$ cat src/rtl/mole_autoplayer_if.sv
// Mole autoplayer bus: game-side controls in, switch drive and stats out.
// master = game/host side, slave = autoplayer.
interface mole_autoplayer_if #(
   parameter int N = 8
);
   logic         pause;
   logic         enable;
   logic [N-1:0] led;
   logic [N-1:0] sw;
   logic [3:0]   round;
   logic [15:0]  press_count;
   logic [15:0]  skip_count;
   logic         busy;

   modport master (
      output pause, enable, led,
      input  sw, round, press_count, skip_count, busy
   );

   modport slave (
      input  pause, enable, led,
      output sw, round, press_count, skip_count, busy
   );
endinterface

$ cat src/rtl/mole_autoplayer.sv
// Whack-a-mole autoplayer: waits a reaction delay, presses the captured
// pattern for a hold window, rests for a gap, then advances the round.
module mole_autoplayer #(
   parameter int           N            = 8,
   parameter int           REACT_CYCLES = 40,
   parameter int           HOLD_CYCLES  = 40,
   parameter int           SKIP_ROUND   = 4,
   parameter logic [N-1:0] SEED         = N'(8),
   parameter int           MODE         = 0
) (
   input  logic          clk,
   input  logic          rst,
   mole_autoplayer_if.slave bus
);
   localparam int MAXC = (REACT_CYCLES > HOLD_CYCLES) ?
                         REACT_CYCLES : HOLD_CYCLES;
   localparam int W = $clog2(MAXC + 1);
   localparam logic [W-1:0] REACT_LD = W'(REACT_CYCLES - 1);
   localparam logic [W-1:0] HOLD_LD  = W'(HOLD_CYCLES - 1);

   typedef enum logic [1:0] {IDLE, REACT, PRESS, GAP} state_t;

   state_t       state;
   logic [W-1:0] cnt;
   logic [N-1:0] sw_q;
   logic [3:0]   round_q;
   logic [15:0]  press_q;
   logic [15:0]  skip_q;

   logic [N-1:0] low;
   logic [N-1:0] pat;
   logic         skip_now;
   logic         zero_miss;

   always_comb begin
      low       = bus.led & (~bus.led + N'(1));
      skip_now  = (SKIP_ROUND != 0) &&
                  ({28'd0, round_q} == SKIP_ROUND);
      zero_miss = (round_q != 4'd0) && !skip_now &&
                  (bus.led == '0);
      if (round_q == 4'd0)
         pat = SEED;
      else if (skip_now)
         pat = '0;
      else if (MODE == 1)
         pat = low;
      else
         pat = bus.led;
   end

   always_ff @(posedge clk or posedge rst) begin
      if (rst) begin
         state   <= IDLE;
         cnt     <= '0;
         sw_q    <= '0;
         round_q <= '0;
         press_q <= '0;
         skip_q  <= '0;
      end else if (!bus.pause) begin
         unique case (state)
            IDLE: begin
               if (bus.enable) begin
                  state <= REACT;
                  cnt   <= REACT_LD;
               end
            end
            REACT: begin
               if (cnt != '0) begin
                  cnt <= cnt - W'(1);
               end else if (zero_miss) begin
                  // no mole lit yet: wait another full reaction window
                  cnt <= REACT_LD;
               end else begin
                  state <= PRESS;
                  sw_q  <= pat;
                  cnt   <= HOLD_LD;
                  if (pat != '0) begin
                     if (press_q != 16'hFFFF)
                        press_q <= press_q + 16'd1;
                  end else if (skip_q != 16'hFFFF) begin
                     skip_q <= skip_q + 16'd1;
                  end
               end
            end
            PRESS: begin
               if (cnt != '0) begin
                  cnt <= cnt - W'(1);
               end else begin
                  state <= GAP;
                  sw_q  <= '0;
                  cnt   <= HOLD_LD;
               end
            end
            GAP: begin
               if (cnt != '0) begin
                  cnt <= cnt - W'(1);
               end else begin
                  state   <= IDLE;
                  round_q <= round_q + 4'd1;
               end
            end
            default: state <= IDLE;
         endcase
      end
   end

   assign bus.sw          = sw_q;
   assign bus.round       = round_q;
   assign bus.press_count = press_q;
   assign bus.skip_count  = skip_q;
   assign bus.busy        = (state != IDLE);
endmodule

$ cat src/flat_wrapper.sv
// flat-port wrapper written by rule: the top's interface ports become plain ports
module mole_autoplayer_flat 
#(
   parameter int           N            = 8,
   parameter int           REACT_CYCLES = 40,
   parameter int           HOLD_CYCLES  = 40,
   parameter int           SKIP_ROUND   = 4,
   parameter logic [N-1:0] SEED         = N'(8),
   parameter int           MODE         = 0
)
  (clk, rst, bus_pause, bus_enable, bus_led, bus_sw, bus_round, bus_press_count, bus_skip_count, bus_busy);
  mole_autoplayer_if #(.N(N)) bus_i ();
  input  logic clk;
  input  logic rst;
  input wire logic [$bits(bus_i.pause)-1:0] bus_pause;
  input wire logic [$bits(bus_i.enable)-1:0] bus_enable;
  input wire logic [$bits(bus_i.led)-1:0] bus_led;
  output wire logic [$bits(bus_i.sw)-1:0] bus_sw;
  output wire logic [$bits(bus_i.round)-1:0] bus_round;
  output wire logic [$bits(bus_i.press_count)-1:0] bus_press_count;
  output wire logic [$bits(bus_i.skip_count)-1:0] bus_skip_count;
  output wire logic [$bits(bus_i.busy)-1:0] bus_busy;
  assign bus_i.pause = bus_pause;
  assign bus_i.enable = bus_enable;
  assign bus_i.led = bus_led;
  assign bus_sw = bus_i.sw;
  assign bus_round = bus_i.round;
  assign bus_press_count = bus_i.press_count;
  assign bus_skip_count = bus_i.skip_count;
  assign bus_busy = bus_i.busy;
  mole_autoplayer #(.N(N), .REACT_CYCLES(REACT_CYCLES), .HOLD_CYCLES(HOLD_CYCLES), .SKIP_ROUND(SKIP_ROUND), .SEED(SEED), .MODE(MODE)) u_core (.clk(clk), .rst(rst), .bus(bus_i));
endmodule
$ cat config.mk
export PLATFORM = sky130hd
export DESIGN_NAME = mole_autoplayer_flat
export DESIGN_NICKNAME = d
export VERILOG_FILES = /design/src/rtl/mole_autoplayer_if.sv /design/src/rtl/mole_autoplayer.sv /design/src/flat_wrapper.sv
export SDC_FILE = /design/constraint.sdc
export NUM_CORES = 1
export LEC_CHECK = 0
export CORE_MARGIN = 1
export CORE_UTILIZATION = 40
export DETAILED_ROUTE_END_ITERATION = 12
export GPL_TIMING_DRIVEN = 1
export PLACE_DENSITY = 0.68
export SYNTH_ARGS = -nofsm -noshare
export SYNTH_HDL_FRONTEND = slang
export SYNTH_SLANG_ARGS = --single-unit
$ cat constraint.sdc
create_clock -name clk -period 2.3 [get_ports clk]
set_input_delay 0.575 -clock clk [delete_from_list [all_inputs] [get_ports clk]]
set_output_delay 0.575 -clock clk [all_outputs]
set_load 0.05 [all_outputs]
## After elaboration in Yosys (flattened, before gate mapping)

Cells that the tools add are included.

- Memory bits (read-only): 0
- Output and inout bits: 45
- Bits in latches: 0
- Word-level logic and storage cells: 60
- Memories kept: 0
- Bits in registers: 52
- Memory bits (writable): 0
- Bits of input ports: 12

- Multipliers: 0
- Order comparisons: 0
- Reductions and logical operators: 18
- Div/mod/pow operators: 0
- Shifts and indexed selects: 0
- Equal/unequal tests: 12
- Add/subtract/negate cells: 4
- Bitwise operators: 4
- Multiplexer cells: 16

Operators by type and width:

| cell | number |
|---|---|
| 8-bit two-way mux | 5 |
| 16-bit by 1-bit adder with 16-bit output, second input constant | 2 |
| 16-bit != test, second input constant | 2 |
| 6-bit two-way mux | 3 |
| 6-bit case mux with 3 select lines | 1 |
| 6-bit AND reduction | 3 |
| 8-bit case mux with 2 select lines | 1 |
| 2-bit two-way mux | 5 |
| 2-bit != test, second input constant | 5 |
| 8-bit logical NOT | 1 |
| 2-bit case mux with 4 select lines | 1 |
| 8-bit nonzero test | 1 |
| 3-bit AND reduction | 2 |
| 6-bit nonzero test | 1 |
| 6-bit by 1-bit subtractor with 6-bit output, second input constant | 1 |
| 5-bit AND reduction | 1 |
| 4-bit by 1-bit adder with 4-bit output, second input constant | 1 |
| 2-bit equality test, second input constant | 2 |
| 4-bit by 3-bit equality test with 1-bit output, second input constant | 1 |
| 4-bit logical NOT | 1 |
| 1-bit NOT | 4 |
| 2-bit nonzero test | 2 |
| 4-bit nonzero test | 1 |
| 2-bit by 1-bit equality test with 1-bit output, second input constant | 1 |
| 5 further kinds | 6 |

## Longest topological paths before layout

Gate-level depths: netlist (run 1).

- Depth after elaboration: 7
- Gate-level depth with buffers: 8
- Mapped depth without buffers: 7

## Worst setup path before layout (run 1)

OpenSTA, ideal clock, no wires.

- Kind: reg2reg
- Start: register u_core.cnt[0]
- End: register u_core.press_q[15] (netlist: u_core.bus.press_count[15])
- Stages on the path, launching flop included: 8
- Buffers on the path: 0
- Slack: -0.212 ns
- Library setup time: 0.125 ns
- Clock period less this slack: 2.512 ns
- Required time: 2.175 ns
- Data arrival time: 2.388 ns
- Path through: dfrtp_1 > inv_1 > ha_1 > or3b_1 > or2_2 > or3_1 > and4bb_2 > mux2_2

- Word-level cells in the longest chain between the ends: 3

Ends and longest elaborated chain:

| item | RTL line | RTL |
|---|---|---|
| start, declared | mole_autoplayer.sv:24 | `logic [W-1:0] cnt;` |
| start signal, assigned | mole_autoplayer.sv:69 | `cnt <= cnt - W'(1);` |
| start signal, assigned | mole_autoplayer.sv:87 | `cnt <= cnt - W'(1);` |
| start signal, assigned | mole_autoplayer.sv:96 | `cnt <= cnt - W'(1);` |
| 6-bit nonzero test | mole_autoplayer.sv:68 | `if (cnt != '0) begin` |
| 1-bit NOT (no line) | -- |  |
| 6-bit AND reduction (no line) | -- |  |
| end signal, assigned | mole_autoplayer.sv:79 | `press_q <= press_q + 16'd1;` |
| end, declared | mole_autoplayer.sv:27 | `logic [15:0] press_q;` |

Every way passes these cells.
A chain may end at the register's enable or synchronous reset.

## Worst setup path after layout (run 1)

- Start: register u_core.cnt[1]
- End: register u_core.press_q[15] (netlist: u_core.bus.press_count[15])

The elaborated chain is that of the path after synthesis.

==> impl_metrics.yaml, run 1 <==
clock_tree:
  cts_max_path_buffers: 2
  clk_latency_ns: 0.31
  cts_max_level: 2
  cts_tree: "built"
  clkTransAtPathRegs_ns: 0.09
  cts_made_buffers: 5
  cts_root_buffer: "clkbuf_8"
  cts.sinks: 52
critical_path:
  end_kind: "flop"
  worstSetupStartpointType: "flop"
  required_ns: 2.49
  worst_ep_arrival_time_ns: 2.56
  cp_max_fo: 4
  path_class: "reg2reg"
  worst-r2r-setup-slack_ns: -0.06
grt:
  grt_overflow: 0
  grt_pass1_vias: 2222
  antenna_found_initial: 0
  grt_max_degree: 53
  grt_pass1_wl_mm: 9.873
  grt_use_total_pct: 17.28
sta:
  fin_skew_ns: 0.005517
  setup_ws_ns: -0.06204
  drv_slew: 0
  holdWs_ns: 0.5078
  hold_viol_final: 0
  timing.final.crit_share_pct: 102.7
  rsz0062_at_grt: "yes"
  setup_violations: 8
  worstMarginPinSlew_ns: 0.5359
  fmax_mhz: 423.4
  slew-limit-headroom_pct: 64.16
  setup_tns_ns: -0.2308
  fin_crit_ns: 2.362
yosys:
  synth_top_area_cell: "dfrtp_1"
  yosysWarnings: 0
  async_flop_share_pct: 100.0
  synth_most_common_cell: "dfrtp_1"
  synth_top_flop_cell: "dfrtp_1"
  synth_nets: 291
  synth_top_area_share_pct: 48.01
  seq_area_frac_synth_pct: 48.01
  avgSynthCellArea_um2: 10.11
  synth_area_mm2: 0.002710
  syn_inst: 268
  yosys-top-cells-count: "52 x dfrtp_1, 25 x inv_1, 25 x nand3_1"
  yosysUniqueCellTypes: 42
  synth-seq-cells: 52
  synth_enable_flop_cells: 0
  synth.area.top_cells: "dfrtp_1 48%, xnor2_1 6.1%, ha_1 5.1%"
detailed_routing:
  drt-initial-drc-count: 129
  wl_per_cell_um: 14.04
  routed_wl_mm: 6.134
  num_vias: 2319
  routed_via_density: 5.307
  drt-pass1-iter-count: 8
  drcViolationCount: 9
  ant_nets: 0
layout:
  num_antenna_cells: 0
  synthToLayoutAreaGrowth_pct: 45.15
  drive_above_1_share_pct: 23.89
  nets: 382
power_and_ir_drop:
  p_per_area_mw_per_mm2: 881.6
  vdd_ir_drop_max_mv: 0.6167
  leakage_uw: 0.001801
run_status:
  violations: "DRC, setup timing"
  status: "finished with violations"
floorplan:
  dieArea_mm2: 0.007108
  row_count: 29
  start_util_pct: 41.96
  io_pins: 57
  die_h_um: 84.31
  die_w_um: 84.31
  fp.coreArea_mm2: 0.006459
min_path:
  hold_class: "reg2reg"
placement:
  io_buffers: 56
  place_congestion: 0.7782
  hpwlAfterDp_mm: 4.314
flow_run:
  drv_cap: 0
==> flip-flops by register name, summed over array words and instances (netlist names) <==
register,count
u_core.bus.press_count,16
u_core.bus.round,4
u_core.bus.skip_count,16
u_core.bus.sw,8
u_core.cnt,6
u_core.state,2
==> worst paths after layout <==
| check | startpoint | to | depth (start not counted) |
|---|---|---|---|
| worst max register to register | u_core.cnt[1] | u_core.bus.press_count[15] | 7 |
| worst min-delay path | u_core.bus.press_count[11] | u_core.bus.press_count[11] | 1 |
| worst max-delay path | u_core.cnt[1] | u_core.bus.press_count[15] | 7 |
| max in group asynchronous | rst | u_core.cnt[5] | 3 |
| min in group asynchronous | rst | u_core.bus.round[2] | 3 |
| worst min register to register | u_core.bus.press_count[11] | u_core.bus.press_count[11] | 1 |
==> cells by family after synthesis <==
family / synth area share (%)
AOI/OAI and AO/OA: 7.341
muxes: 3.232
DFF: 48.01
and+or+nand+nor: 22.16
adders and majority gates: 5.078
buffers and inverters: 4.155
xor gates and xnor gates: 10.02
==> worst max-delay path, stage by stage (launching register included) <==
cell and delay (ns):
dfrtp_1 0.40, inv_2 0.09, ha_4 0.13, or3b_4 0.39, or2_4 0.25, or3_4 0.39
and4bb_2 0.31, mux2_4 0.30
==> layout make-up <==
cell class / count / area [um^2]
Sequential cell: 52 / 1301
Clock inverter: 2 / 10.01
Multi-Input combinational cell: 187 / 1520
Timing Repair Buffer: 88 / 829.5
Tap cell: 77 / 96.34
Fill cell: 563 / 2525
Clock buffer: 6 / 82.58
Inverter: 25 / 93.84
==> layout by cell type, fill, tap and decap left out, types with 2 or more instances in the layout <==
cell	n
or2_4	2
and3_1	5
xnor2_1	15
o21ai_0	16
nand3_2	4
or3_4	3
or3b_4	2
nand2_4	2
a41oi_1	2
nand3_1	20
mux2_4	2
nor2b_1	2
inv_2	3
or4_4	2
nor4_4	2
clkinv_2	2
a21oi_1	7
xnor2_2	4
nor4_2	2
dfrtp_1	52
nor3_4	4
xor2_1	12
nand2_1	9
and4_1	4
buf_4	25
nor4_1	2
mux2_2	4
ha_1	10
nor3_1	3
nand4_1	10
clkbuf_8	6
inv_1	22
clkdlybuf4s50_1	54
buf_6	6
nor2_1	17
mux2i_1	2
==> metal layers <==
metal / GRT usage [%] / part of all wire [%] / wire length (um)
met1: 21.77 / 45 / 2768
met2: 29.28 / 49 / 2997
met3: 4.720 / 5.0 / 306
met4: 4.702 / 0.99 / 61
met5: 0 / 0 / 0
==> metrics by stage <==
| stage | utilization (%) | instance area, um^2 | setup slack [ns] | instances | power [uW] |
|---|---|---|---|---|---|
| 2_1_floorplan | - | 2728 | -0.1455 | 268 | 2281 |
| 3_3_place_gp | 55.17 | 3563 | -0.4752 | 422 | 2831 |
| 3_5_place_dp | 55.17 | 3563 | -0.5149 | 422 | 2869 |
| 4_1_cts | 57.38 | 3706 | -0.03977 | 433 | 3449 |
| 5_1_grt | 60.91 | 3934 | -0.1343 | 437 | 3702 |
| 6_report | 60.91 | 3934 | -0.06204 | 437 | 3468 |
==> report_power, final <==
group / switching [uW] / total, uW / internal [uW]
clock: 301 / 542 / 241
combinational: 1020 / 1740 / 719
sequential: 110 / 1190 / 1080
total: 1430 / 3470 / 2040
==> what timing repair did <==
item / CTS / global route
cloned: 0 / 1
endpoints found under the setup margin: 25 / 26
pin swaps: 9 / 13
hold buffers: 0 / 0
gates resized for setup: 8 / 41
setup buffers: 3 / 3
(Power assumes the default switching activity.)
==> inputs of run 2 (changes only) <==
CAP_MARGIN = 10   (was default)
RECOVER_POWER = 25   (was default)
==> impl_metrics.yaml, run 2 (synthesized netlist as in run 1, its figures left out) <==
sta:
  hold_viol_final: 0
  setup_ws_ns: -0.06319
  fin_crit_ns: 2.363
  slew-limit-headroom_pct: 15.76
  setup_tns_ns: -0.2374
  drv_slew: 0
  timing.final.crit_share_pct: 102.7
  fmax_mhz: 423.2
  holdWs_ns: 0.5078
  worstMarginPinSlew_ns: 1.264
  rsz0062_at_grt: "yes"
  fin_skew_ns: 0.006267
  setup_violations: 8
placement:
  hpwlAfterDp_mm: 4.314
  io_buffers: 56
  place_congestion: 0.7782
detailed_routing:
  drcViolationCount: 9
  drt-initial-drc-count: 111
  wl_met2_mm: 3.001
  wl_met1_mm: 2.777
  routed_via_density: 5.320
  ant_nets: 0
  drt-pass1-iter-count: 8
  highest_layer: "met4"
  num_vias: 2325
  wl_per_cell_um: 14.07
  wl_met3_um: 306
  routed_wl_mm: 6.148
layout:
  multiInputGateArea_mm2: 0.001520
  final_cell_mix: "53 x clkdlybuf4s50_1, 52 x dfrtp_1, 25 x buf_4, 22 x inv_1, 20 x nand3_1"
  nets: 382
  synthToLayoutAreaGrowth_pct: 44.60
  drive_above_1_share_pct: 23.61
  final_core_util_pct: 60.67
  mostFrequentLayoutCell: "clkdlybuf4s50_1"
  final-seq-area_mm2: 0.001301
  fillCellCount: 565
  num_antenna_cells: 0
grt:
  antenna_found_initial: 0
  grt_pass1_vias: 2222
  grt_use_total_pct: 17.28
  grt_overflow: 0
  grt_max_degree: 53
  grt_pass1_wl_mm: 9.873
floorplan:
  dieArea_mm2: 0.007108
  row_count: 29
  fp.coreArea_mm2: 0.006459
  io_pins: 57
  die_w_um: 84.31
  die_h_um: 84.31
  start_util_pct: 41.96
power_and_ir_drop:
  vdd_ir_drop_max_mv: 0.6168
  pwr-share-seq_pct: 34.2
  switching_share_pct: 41.33
  p_sw_uw: 1432
  comb_power_share_pct: 50.1
  p_int_uw: 2033
  p_clk_share_pct: 15.7
  leakage_uw: 0.001794
  p_per_area_mw_per_mm2: 884.3
critical_path:
  end_kind: "flop"
  worst_ep_arrival_time_ns: 2.56
  cp_max_fo: 4
  critical_path.max_stage_delay_ns: 0.40
  worst_path_max_delay_cell: "dfrtp_1"
  worstPathCellList: "inv_2 > ha_4 > or3b_4 > or2_4 > or3_4 > and4bb_2 > mux2_4"
  path_class: "reg2reg"
  required_ns: 2.49
  worstSetupStartpointType: "flop"
clock_tree:
  cts_max_level: 2
  cts.sinks: 52
  cts_root_buffer: "clkbuf_8"
  cts_tree: "built"
  cts_max_path_buffers: 2
  holdBufCountCts: 0
  clk_latency_ns: 0.31
  cts_made_buffers: 5
  clkTransAtPathRegs_ns: 0.09
run_status:
  violations: "DRC, setup timing"
  status: "finished with violations"
flow_run:
  drv_cap: 0
min_path:
  hold_class: "reg2reg"
==> run 2: layer usage <==
layer,vias to the layer above,track usage [%]
li1,1129,-
met1,1144,21.77
met2,44,29.28
met3,8,4.720
met4,0,4.702
met5,-,0
==> run 2: through the flow <==
step / cell area, um^2 / cells / total power (uW) / setup slack (ns)
3_3_place_gp: 3563 / 422 / 2831 / -0.4752
5_1_grt: 3919 / 437 / 3698 / -0.1343
2_1_floorplan: 2728 / 268 / 2281 / -0.1455
6_report: 3919 / 437 / 3465 / -0.06319
4_1_cts: 3706 / 433 / 3449 / -0.03977
3_5_place_dp: 3563 / 422 / 2869 / -0.5149
==> run 2: what timing repair did <==
item	in CTS	in global routing
buffers inserted	3	3
endpoints found under the setup margin	25	26
resized for setup	8	41
gates cloned	0	1
endpoints found under the hold margin	0	0
pin swaps	9	13
==> run 2: critical path: cells and delay by family, from the launching register on <==
family	cells	cell delay, ns
adder cells (fa/ha/maj)	1	0.13
buffers and inverters	1	0.09
multiplexers	1	0.30
flip-flops	1	0.40
AND/OR/NAND/NOR	4	1.34
==> run 2: layout make-up <==
class | count | area share [%]
flip-flops and latches | 52 | 33.21
inverters | 25 | 2.395
clock inverters | 2 | 0.2554
well taps | 77 | 2.458
repair buffers | 88 | 20.79
multi-input cells | 187 | 38.79
clock buffers | 6 | 2.107
==> run 2: power groups by stage <==
stage          Clock [uW]  Sequential [uW]  Combinational, uW
3_5_place_dp            0             1200               1670
3_3_place_gp            0             1200               1630
4_1_cts               559             1190               1700
6_report              544             1190               1740
5_1_grt               600             1210               1890
2_1_floorplan           0             1550                731
==> run 2: final timing paths <==
path / startpoint / end / slack [ns] / cells after the start
min in group asynchronous: rst / u_core.bus.round[0] / 1.11 / 3
setup / recovery: u_core.cnt[1] / u_core.bus.press_count[15] / -0.06 / 7
setup reg to reg: u_core.cnt[1] / u_core.bus.press_count[15] / -0.06 / 7
max in group asynchronous: rst / u_core.cnt[5] / 0.41 / 3
hold / removal: u_core.bus.press_count[11] / u_core.bus.press_count[11] / 0.51 / 1
hold reg to reg: u_core.bus.press_count[11] / u_core.bus.press_count[11] / 0.51 / 1
==> inputs of run 3 (changes only) <==
CORE_UTILIZATION = 30   (was 40)
PLACE_DENSITY = default   (was 0.68)
clock period = 3 ns   (was 2.3 ns; I/O delays follow)
==> impl_metrics.yaml, run 3 (synthesized netlist as in run 1, its figures left out) <==
run_status:
  status: "completed"
critical_path:
  cp_max_fo: 4
  worst_path_max_delay_cell: "clkdlybuf4s50_1"
  startpoint: "bus_pause"
  timing.rr.start: "u_core.cnt[1]"
  path_class: "in2reg"
  worstRegToRegCells: 7
  worst-r2r-setup-slack_ns: 0.40
  critical_path.max_stage_delay_ns: 0.44
  end_kind: "flop"
  worstPathCellList: "clkdlybuf4s50_1 > or3b_1 > or2_2 > or3_1 > and4bb_2 > mux2_2"
  worst_ep_arrival_time_ns: 2.92
  r2r_end: "u_core.bus.press_count[15]"
  required_ns: 3.20
  crit_end: "u_core.bus.press_count[15]"
  worstSetupStartpointType: "primary input"
layout:
  synthToLayoutAreaGrowth_pct: 31.86
  nets: 361
  drive_above_1_share_pct: 8.850
  mostFrequentLayoutCell: "clkdlybuf4s50_1"
  final_cell_mix: "55 x clkdlybuf4s50_1, 52 x dfrtp_1, 25 x nand3_1, 25 x inv_1, 19 x xnor2_1"
  num_antenna_cells: 0
  final_core_util_pct: 40.98
sta:
  worstMarginPinSlew_ns: 1.145
  holdWs_ns: 0.4961
  hold_viol_final: 0
  fin_skew_ns: 0.01269
  drv_slew: 0
  fmax_mhz: 367.8
  rsz0062_at_grt: "no"
  setup_violations: 0
  timing.final.crit_share_pct: 90.62
  slew-limit-headroom_pct: 22.86
  fin_crit_ns: 2.719
power_and_ir_drop:
  leakage_uw: 0.001561
  p_per_area_mw_per_mm2: 709.6
  vdd_ir_drop_max_mv: 0.3412
min_path:
  hold_path_startpoint: "u_core.bus.skip_count[6]"
  hold_class: "reg2reg"
flow_run:
  drv_cap: 0
floorplan:
  row_count: 34
  io_pins: 57
  fp.coreArea_mm2: 0.008721
  die_h_um: 97.05
  start_util_pct: 31.08
  dieArea_mm2: 0.009418
  die_w_um: 97.05
clock_tree:
  cts_root_buffer: "clkbuf_8"
  clk_latency_ns: 0.31
  cts_tree: "built"
  cts_made_buffers: 5
  clkTransAtPathRegs_ns: 0.10
  cts_setup_buffers: 0
  cts_max_level: 2
  cts_max_path_buffers: 2
  holdBufCountCts: 0
  cts.sinks: 52
  cts_resized: 0
placement:
  place_congestion: 0.7619
  hpwlAfterDp_mm: 4.400
  io_buffers: 56
grt:
  grt_use_total_pct: 12.43
  grt_overflow: 0
  antenna_found_initial: 0
  grt_max_degree: 22
  grt_pass1_wl_mm: 9.604
  grt_pass1_vias: 2107
detailed_routing:
  drt-pass1-iter-count: 4
  routed_wl_mm: 5.716
  ant_nets: 0
  drcViolationCount: 0
  wl_per_cell_um: 12.79
  routed_via_density: 4.971
  drt-initial-drc-count: 65
  num_vias: 2222
-- run 3: layout make-up --
type / instances / area [um^2]
fillers: 844 / 5147
clock inverters: 2 / 38.79
clock buffers: 6 / 72.57
inverters: 25 / 93.84
multi-input cells: 187 / 1296
flip-flops and latches: 52 / 1301
well taps: 108 / 135.1
repair buffers: 67 / 635.6
-- run 3: per-layer routing --
| layer | global-route usage, % | part of all wire [%] |
|---|---|---|
| met1 | 16.15 | 47 |
| met2 | 19.88 | 47 |
| met3 | 2.673 | 4.2 |
| met4 | 5.396 | 1.6 |
| met5 | 0 | 0 |
-- run 3: report_power, final --
group	switching, uW	internal, uW	total [uW]
Clock	239	253	492
Sequential	115	825	940
Combinational	692	412	1100
-- run 3: worst min path at each step --
stage                               end  depth (start not counted)
2_1_floorplan             u_core.cnt[4]                          2
3_3_place_gp   u_core.bus.skip_count[6]                          1
3_5_place_dp   u_core.bus.skip_count[6]                          1
4_1_cts        u_core.bus.skip_count[6]                          1
5_1_grt        u_core.bus.skip_count[9]                          1
6_report       u_core.bus.skip_count[6]                          1
-- run 3: metrics by stage --
stage / setup WS, ns / std cells / TNS (ns) / cell area (um^2) / total power [uW]
after global routing: 0.2064 / 447 / 0 / 3573 / 2709
after detailed placement: -0.06186 / 439 / -0.1657 / 3470 / 2062
after CTS: 0.2783 / 447 / 0 / 3581 / 2560
after floorplan: 0.4233 / 268 / 0 / 2710 / 1725
after global placement: -0.05542 / 439 / -0.09119 / 3470 / 2043
final: 0.2813 / 447 / 0 / 3573 / 2536
-- run 3: critical path, delay by kind of cell --
family	cells	cell delay (ns)
muxes	1	0.32
buffers and inverters	1	0.44
and+or+nand+nor	4	1.41
